### src/rtl/ifetch.sv
// Instruction fetch stage: holds the PC, issues one icache request at a time,
// predecodes returned instructions to pick the next PC and buffers them for decode.
module ifetch #(
  parameter int unsigned IQ_DEPTH = 8,
  parameter int unsigned BHT_BITS = 6,
  parameter logic [31:0] RESET_PC = 32'h0
) (
  input  logic        clk,
  input  logic        rst,
  input  logic        rdy,
  output logic [31:0] IC_addr,
  output logic        IC_addr_sgn,
  input  logic [31:0] IC_val,
  input  logic        IC_val_sgn,
  output logic [31:0] ID_inst,
  output logic [31:0] ID_pc,
  output logic        ID_pred,
  output logic        ID_sgn,
  input  logic        ID_ready,
  input  logic        RB_clear,
  input  logic [31:0] RB_pc,
  input  logic        BP_upd,
  input  logic [31:0] BP_pc,
  input  logic        BP_taken
);

  localparam int unsigned PtrW    = (IQ_DEPTH > 1) ? $clog2(IQ_DEPTH) : 1;
  localparam int unsigned CntW    = PtrW + 1;
  localparam int unsigned BhtSize = 1 << BHT_BITS;

  typedef enum logic [1:0] {StReq, StWait, StGap} state_e;

  state_e                       state_q;
  logic [31:0]                  pc_q;
  logic [PtrW-1:0]              head_q, tail_q;
  logic [CntW-1:0]              count_q;
  logic [IQ_DEPTH-1:0][31:0]    iq_inst_q;
  logic [IQ_DEPTH-1:0][31:0]    iq_pc_q;
  logic [IQ_DEPTH-1:0]          iq_pred_q;
  logic [BhtSize-1:0][1:0]      bht_q;

  logic                fifo_full, push, pop;
  logic [31:0]         imm_j, imm_b, next_pc;
  logic                pred;
  logic [BHT_BITS-1:0] fetch_idx, upd_idx;
  logic                unused_bp_pc;

  assign fifo_full = (count_q == CntW'(IQ_DEPTH));
  assign IC_addr   = pc_q;
  assign ID_sgn    = (count_q != '0);
  assign ID_inst   = iq_inst_q[head_q];
  assign ID_pc     = iq_pc_q[head_q];
  assign ID_pred   = iq_pred_q[head_q];

  // A redirect discards both the returning response and any pop in the same cycle.
  assign push = rdy && !RB_clear && (state_q == StWait) && IC_val_sgn;
  assign pop  = rdy && !RB_clear && ID_sgn && ID_ready;

  assign fetch_idx    = pc_q[BHT_BITS+1:2];
  assign upd_idx      = BP_pc[BHT_BITS+1:2];
  assign unused_bp_pc = ^{BP_pc[31:BHT_BITS+2], BP_pc[1:0]};

  assign imm_j = {{11{IC_val[31]}}, IC_val[31], IC_val[19:12], IC_val[20], IC_val[30:21], 1'b0};
  assign imm_b = {{19{IC_val[31]}}, IC_val[31], IC_val[7], IC_val[30:25], IC_val[11:8], 1'b0};

  // Request strobe: REQ only when a FIFO slot is free, held through WAIT, low in GAP.
  always_comb begin
    IC_addr_sgn = 1'b0;
    if (rst && rdy) begin
      case (state_q)
        StReq:   IC_addr_sgn = !fifo_full;
        StWait:  IC_addr_sgn = 1'b1;
        default: IC_addr_sgn = 1'b0;
      endcase
    end
  end

  // Predecode: JAL always taken, conditional branches follow the BHT counter MSB.
  always_comb begin
    next_pc = pc_q + 32'd4;
    pred    = 1'b0;
    if (IC_val[6:0] == 7'b1101111) begin
      next_pc = pc_q + imm_j;
      pred    = 1'b1;
    end else if ((IC_val[6:0] == 7'b1100011) && bht_q[fetch_idx][1]) begin
      next_pc = pc_q + imm_b;
      pred    = 1'b1;
    end
  end

  // Fetch FSM, PC and FIFO pointers/count.
  always_ff @(posedge clk or negedge rst) begin
    if (!rst) begin
      state_q <= StReq;
      pc_q    <= RESET_PC;
      head_q  <= '0;
      tail_q  <= '0;
      count_q <= '0;
    end else if (rdy) begin
      if (RB_clear) begin
        pc_q    <= RB_pc;
        head_q  <= '0;
        tail_q  <= '0;
        count_q <= '0;
        state_q <= StGap;
      end else begin
        if (push) tail_q <= tail_q + 1'b1;
        if (pop)  head_q <= head_q + 1'b1;
        case ({push, pop})
          2'b10:   count_q <= count_q + 1'b1;
          2'b01:   count_q <= count_q - 1'b1;
          default: count_q <= count_q;
        endcase
        case (state_q)
          StReq:   if (IC_addr_sgn) state_q <= StWait;
          StWait: begin
            if (IC_val_sgn) begin
              pc_q    <= next_pc;
              state_q <= StGap;
            end
          end
          // The cycle after a response may carry a stale hit for the old PC; skip it.
          StGap:   state_q <= StReq;
          default: state_q <= StReq;
        endcase
      end
    end
  end

  // FIFO storage; contents are don't-care until written, so no reset.
  always_ff @(posedge clk) begin
    if (push) begin
      iq_inst_q[tail_q] <= IC_val;
      iq_pc_q[tail_q]   <= pc_q;
      iq_pred_q[tail_q] <= pred;
    end
  end

  // Branch history: 2-bit saturating counters, lookups see the pre-update value.
  always_ff @(posedge clk or negedge rst) begin
    if (!rst) begin
      bht_q <= {BhtSize{2'b01}};
    end else if (rdy && BP_upd) begin
      if (BP_taken) begin
        if (bht_q[upd_idx] != 2'b11) bht_q[upd_idx] <= bht_q[upd_idx] + 2'd1;
      end else begin
        if (bht_q[upd_idx] != 2'b00) bht_q[upd_idx] <= bht_q[upd_idx] - 2'd1;
      end
    end
  end

endmodule

### config.mk
export PLATFORM = sky130hd
export DESIGN_NAME = ifetch
export DESIGN_NICKNAME = d
export VERILOG_FILES = /design/src/rtl/ifetch.sv
export SDC_FILE = /design/constraint.sdc
export NUM_CORES = 1
export LEC_CHECK = 0
export BUFFER_PORTS_ARGS = -buffer_cell sky130_fd_sc_hd__buf_2
export CAP_MARGIN = 20
export CELL_PAD_IN_SITES_DETAIL_PLACEMENT = 0
export CELL_PAD_IN_SITES_GLOBAL_PLACEMENT = 1
export CORE_MARGIN = 5
export CORE_UTILIZATION = 35
export DETAILED_ROUTE_END_ITERATION = 8
export PLACE_DENSITY = 0.62
export SYNTH_ARGS = -nofsm -noshare
export SYNTH_HDL_FRONTEND = slang
export SYNTH_SLANG_ARGS = --single-unit
export TNS_END_PERCENT = 20
### constraint.sdc
create_clock -name clk -period 10 [get_ports clk]
set_input_delay 2 -clock clk [delete_from_list [all_inputs] [get_ports clk]]
set_output_delay 2 -clock clk [all_outputs]
set_load 0.05 [all_outputs]
; ---- Word level (Yosys, flattened, before mapping)
; Cells that the tools add are included.
[totals]
reg_bits = 692
in_bits = 104
out_inout_bits = 99
wordCells = 181
[op_classes]
n_addsub = 9
magnitude_cmp = 6
n_eq_ne = 10
mux = 43
reduce_logical = 27
[ops]
columns = op, n
row1 = bitwise mux 256 bit, 2
row2 = 2-to-1 mux 128 bit, 3
row3 = bitwise mux 128 bit, 2
row4 = 2-to-1 mux 32 bit, 8
row5 = binary-select mux 32 bit (select 3 bit), 2
row6 = demux 32 bit (select 3 bit), 1
row7 = adder 32 bit, 2
row8 = adder 32 x 3 -> 32 bit (second input constant), 1
row9 = binary-select mux 2 bit (select 6 bit), 2
row10 = == test 7 bit (second input constant), 2
row11 = < comparator 6 x 7 -> 1 bit (second input constant), 2
row12 = demux 2 bit (select 6 bit), 1
row13 = 2-to-1 mux 2 bit, 6
row14 = 2-to-1 mux 3 bit, 4
row15 = nonzero test 2 bit, 6
row16 = logical AND 1 bit, 10
row17 = AND reduction 3 bit, 3
row18 = bitwise mux 8 bit, 1
row19 = < comparator 3 x 4 -> 1 bit (second input constant), 2
row20 = case mux 4 bit (2 select lines), 1
row21 = adder 3 x 1 -> 3 bit (second input constant), 2
row22 = greater-or-equal comparator 6 x 1 -> 1 bit (second input constant), 1
row23 = != test 3 bit (second input constant), 2
row24 = AND reduction 2 bit, 3
row25 = 20 further kinds, 26

; ---- Depth between registers and ports, before layout
[depth]
word_depth = 8
depth_mapped = 20
ltp_nobuf = 17

; ---- Worst setup path before layout
; OpenSTA, ideal clock, no wires.
[synth_path]
kind = input -> register
start = in RB_clear
end = reg iq_inst_q[128] (netlist name) (enable)
setup_time_ns = 0.671
t_arrival_ns = 9.612
required_ns = 9.329
slack_ns = -0.283
cell_stages = 7
path_buffers = 2
cell_sequence = clkbuf_1 inv_1 o21ai_0 and2_1 nand2_1 clkbuf_1 nor4b_1
[synth_via]
elab_chain_cells = 4
[synth_lines]
columns = item, line_no
row1 = start: declaration, 20  ; input logic RB_clear,
row2 = logical NOT 1 bit, 56  ; assign push = rdy && !RB_clear && (state_q == StWait) && IC_val_sgn;
row3 = logical AND 1 bit (3 in series), 56
row4 = end signal: indexed assignment, 133  ; iq_inst_q[tail_q] <= IC_val;
row5 = end: declaration, 37  ; logic [IQ_DEPTH-1:0][31:0] iq_inst_q;
; No other way between the ends.
; A chain may end at the register's enable or synchronous reset.

; ---- Worst setup path after layout
[layout_path]
start = in RB_clear
end = reg iq_inst_q[158] (netlist name) (enable)
; Same word-level chain as after synthesis.

==> run_results.csv <==
group,metric,value,unit
cts,cts_tree,"yes",
sta,timing.final.crit_share,65.9,%
sta,tightest_slew,1.05,ns
route,wl_per_cell,24.7,µm
cells_and_area,layout-drive-gt1-share,31.0,%
synthesis,ys.flop_type,"edfxtp_1",
place,gp_congestion,0.850,
cts,clock_latency,0.62,ns
sta,rsz0062_at_grt,"no",
power,p_per_area,224,nW/µm²
cts,hold_buffers,0,
synthesis,yosysWarningCount,0,
sta,hold_viol,0,
setup_path,worstSetupEndpointType,"register",
sta,clock_skew,0.0163,ns
global_routing,grt_overflow,0,
setup_path,max_stage_delay,0.86,ns
sta,period_needed,6.59,ns
place,pre_cts_slack,2.74,ns
sta,fin_ws,3.41,ns
setup_path,crit_buf_inv,4,
global_routing,antenna_found_initial,7,
route,drc,0,
cts,h-tree-depth,3,
global_routing,grt_max_degree,95,
sta,tns,0,ns
die,core.rowCount,110,
cells_and_area,area_delta_synth_final,15.5,%
synthesis,synth_top_area_share,48.8,%
route,route.vias.total,19600,
setup_path,cp_top_family,"buffers and inverters",
route,drt-initial-drc-count,1370,
route,drt-pass1-iter-count,5,
global_routing,grt_pass1_vias,20100,
route,routed_wl,87900,µm
die,initial_utilization,35.4,%
synthesis,seq_area_frac_synth,62.5,%
cts,path_clk_slew,0.06,ns
route,via_per_inst,5.52,
synthesis,synth_area_leader_cell,"edfxtp_1",
power,leakagePower,0.0130,µW
cts,cts_num_sinks,692,
synthesis,syn_area,32000,µm²
die,core,90400,µm²
die,die_y,312,µm
synthesis,ys_async_sr_fraction,24.9,%
place,numPortBuffers,176,
setup_path,cp_cell_sequence,"buf_2 -> inv_1 -> o21ai_0 -> and2_1 -> nand2_1 -> nor4b_2 -> buf_4 -> buf_4",
cts,cts-resized-gates,0,
sta,max_freq,152,MHz
sta,setup_violations,0,
sta,relSlewSlack,30.0,%
setup_path,worst-setup-path-type,"input pin to register",
sta,final_max_slew_viol_count,0,
run,maxCapViolCount,0,
die,ioPinCount,203,
min_path,hp-class,"register to register",
setup_path,crit_required,10.23,ns
synthesis,avgSynthCellArea,15.0,µm²
power,power,8270,µW
cells_and_area,final_cell_mix,"520 x edfxtp_1, 175 x buf_2, 164 x mux2_2, 150 x nand2_1, 143 x mux4_2",
synthesis,synth-edff-count,520,
die,fp.dieW,312,µm
setup_path,start_kind,"input pin",
die,die_area,97500,µm²
setup_path,cp_data_arrival_time,6.83,ns
setup_path,cp_common_cell,"buf_4",
global_routing,grt_use_total,17.7,%
cts,cts_max_path_buffers,3,
setup_path,cp_slowest_cell,"and2_1",
setup_path,worstPathMaxFanout,52,
cells_and_area,nNetsFinal,2469,
cts,cts_setup_buffers,0,
synthesis,syn_nets,2290,
route,antenna_left,0,
status,status,"complete, no violations",
cells_and_area,fillCellCount,8179,
place,hpwl,55800,µm
global_routing,grt_pass1_wl,131000,µm
synthesis,netlist_instances,2133,
cts,cts-root-buf,"clkbuf_16",
synthesis,synth-seq-cells,692,
synthesis,post_synth_num_cell_types,80,
cells_and_area,final_common_cell,"edfxtp_1",
synthesis,synth_area_leaders,"edfxtp_1 49%, mux4_2 10%, dfrtp_1 8.4%, mux2_2 5.8%, dfstp_2 5.3%",
power,vdd_drop_max,0.114,mV
cts,cts_buffers,77,
[routing by layer]
metal / wire (µm) / up-vias / track usage [%] / part of all wire (%)
met2: 43100 / 515 / 29.7 / 49
met4: 2590 / 2 / 5.79 / 3.0
li1: - / 8806 / - / -
met3: 4380 / 139 / 2.99 / 5.0
met1: 37900 / 10100 / 23.5 / 43
met5: 13 / - / 0 / 0.015
[tightest hold or removal path, delay by kind of cell (launching register included)]
family | cells | cell delay [ns]
simple gates | 1 | 0.05
compound gates | 1 | 0.06
flops | 1 | 0.36
[area by class of cell]
class	instances	area, µm²	share of cell area, %
well taps	1176	1470	3.98
inverters	32	123	0.332
repair buffers	222	1260	3.42
flip-flops and latches	692	20000	54.2
multi-input cells	1287	11400	30.9
clock inverters	43	537	1.45
clock buffers	98	2110	5.71
diodes	2	5.00	0.0135
[synthesized netlist by cell type, types with 8 or more instances]
| cell type | count |
|---|---|
| a211oi_1 | 20 |
| a21o_1 | 24 |
| a21oi_1 | 72 |
| a221oi_1 | 13 |
| a22oi_1 | 31 |
| a31oi_1 | 13 |
| and2_1 | 10 |
| and3_1 | 24 |
| buf_1 | 15 |
| buf_2 | 18 |
| clkbuf_1 | 81 |
| dfrtp_1 | 108 |
| dfstp_2 | 64 |
| edfxtp_1 | 520 |
| ha_1 | 50 |
| inv_1 | 30 |
| mux2_2 | 164 |
| mux2i_1 | 19 |
| mux4_2 | 143 |
| nand2_1 | 150 |
| nand2b_1 | 9 |
| nand3_1 | 32 |
| nand4_1 | 20 |
| nor2_1 | 101 |
| nor2b_1 | 8 |
| nor3_1 | 19 |
| nor3b_1 | 11 |
| o21a_1 | 10 |
| o21ai_0 | 109 |
| o21bai_1 | 15 |
| o22ai_1 | 39 |
| xnor2_1 | 40 |
| xor2_1 | 22 |
[logic make-up after synthesis]
family / Yosys count / synth area share, %
flops: 692 / 62.5
simple gates: 422 / 6.32
compound gates: 421 / 8.63
mux: 329 / 16.7
buf+inv: 154 / 2.00
xor+xnor: 62 / 1.70
fa+ha+maj: 53 / 2.14
[final timing paths]
kind | start | end | slack (ns) | cells past startpoint
worst min register to register | bht_q[41]$_DFFE_PN0P_ | bht_q[41]$_DFFE_PN0P_ | 0.51 | 2
worst min-delay path | bht_q[41]$_DFFE_PN0P_ | bht_q[41]$_DFFE_PN0P_ | 0.51 | 2
worst max register to register | register | register | 5.59 | 13
min in group asynchronous | rst | count_q[3]$_DFFE_PN0P_ | 1.31 | 1
worst max-delay path | RB_clear | iq_inst_q[158]$_DFFE_PP_ | 3.41 | 8
max in group asynchronous | rst | bht_q[75]$_DFFE_PN0P_ | 7.27 | 3
[through the flow]
stage	cells	area [µm²]	utilization [%]	hold slack (ns)
global placement	3408	34300	37.9	0.488
floorplan	2133	32000	-	0.463
CTS	3549	36900	40.8	0.507
finish	3552	36900	40.8	0.507
detailed placement	3408	34300	37.9	0.494
global route	3550	36900	40.8	0.536
[report_power, final]
part	total (µW)	internal [µW]	switching, µW
Combinational	1870	714	1150
Sequential	3450	3260	194
Clock	2950	1810	1140
[flip-flops by register name (all words and copies together), names as in the netlist, named ones only]
signal and cells:
bht_q 64, iq_inst_q 256, tail_q 3, iq_pc_q 256
state_q 2, head_q 3, iq_pred_q 8, IC_addr 32
count_q 4
Power figures use the tool's default switching activity.
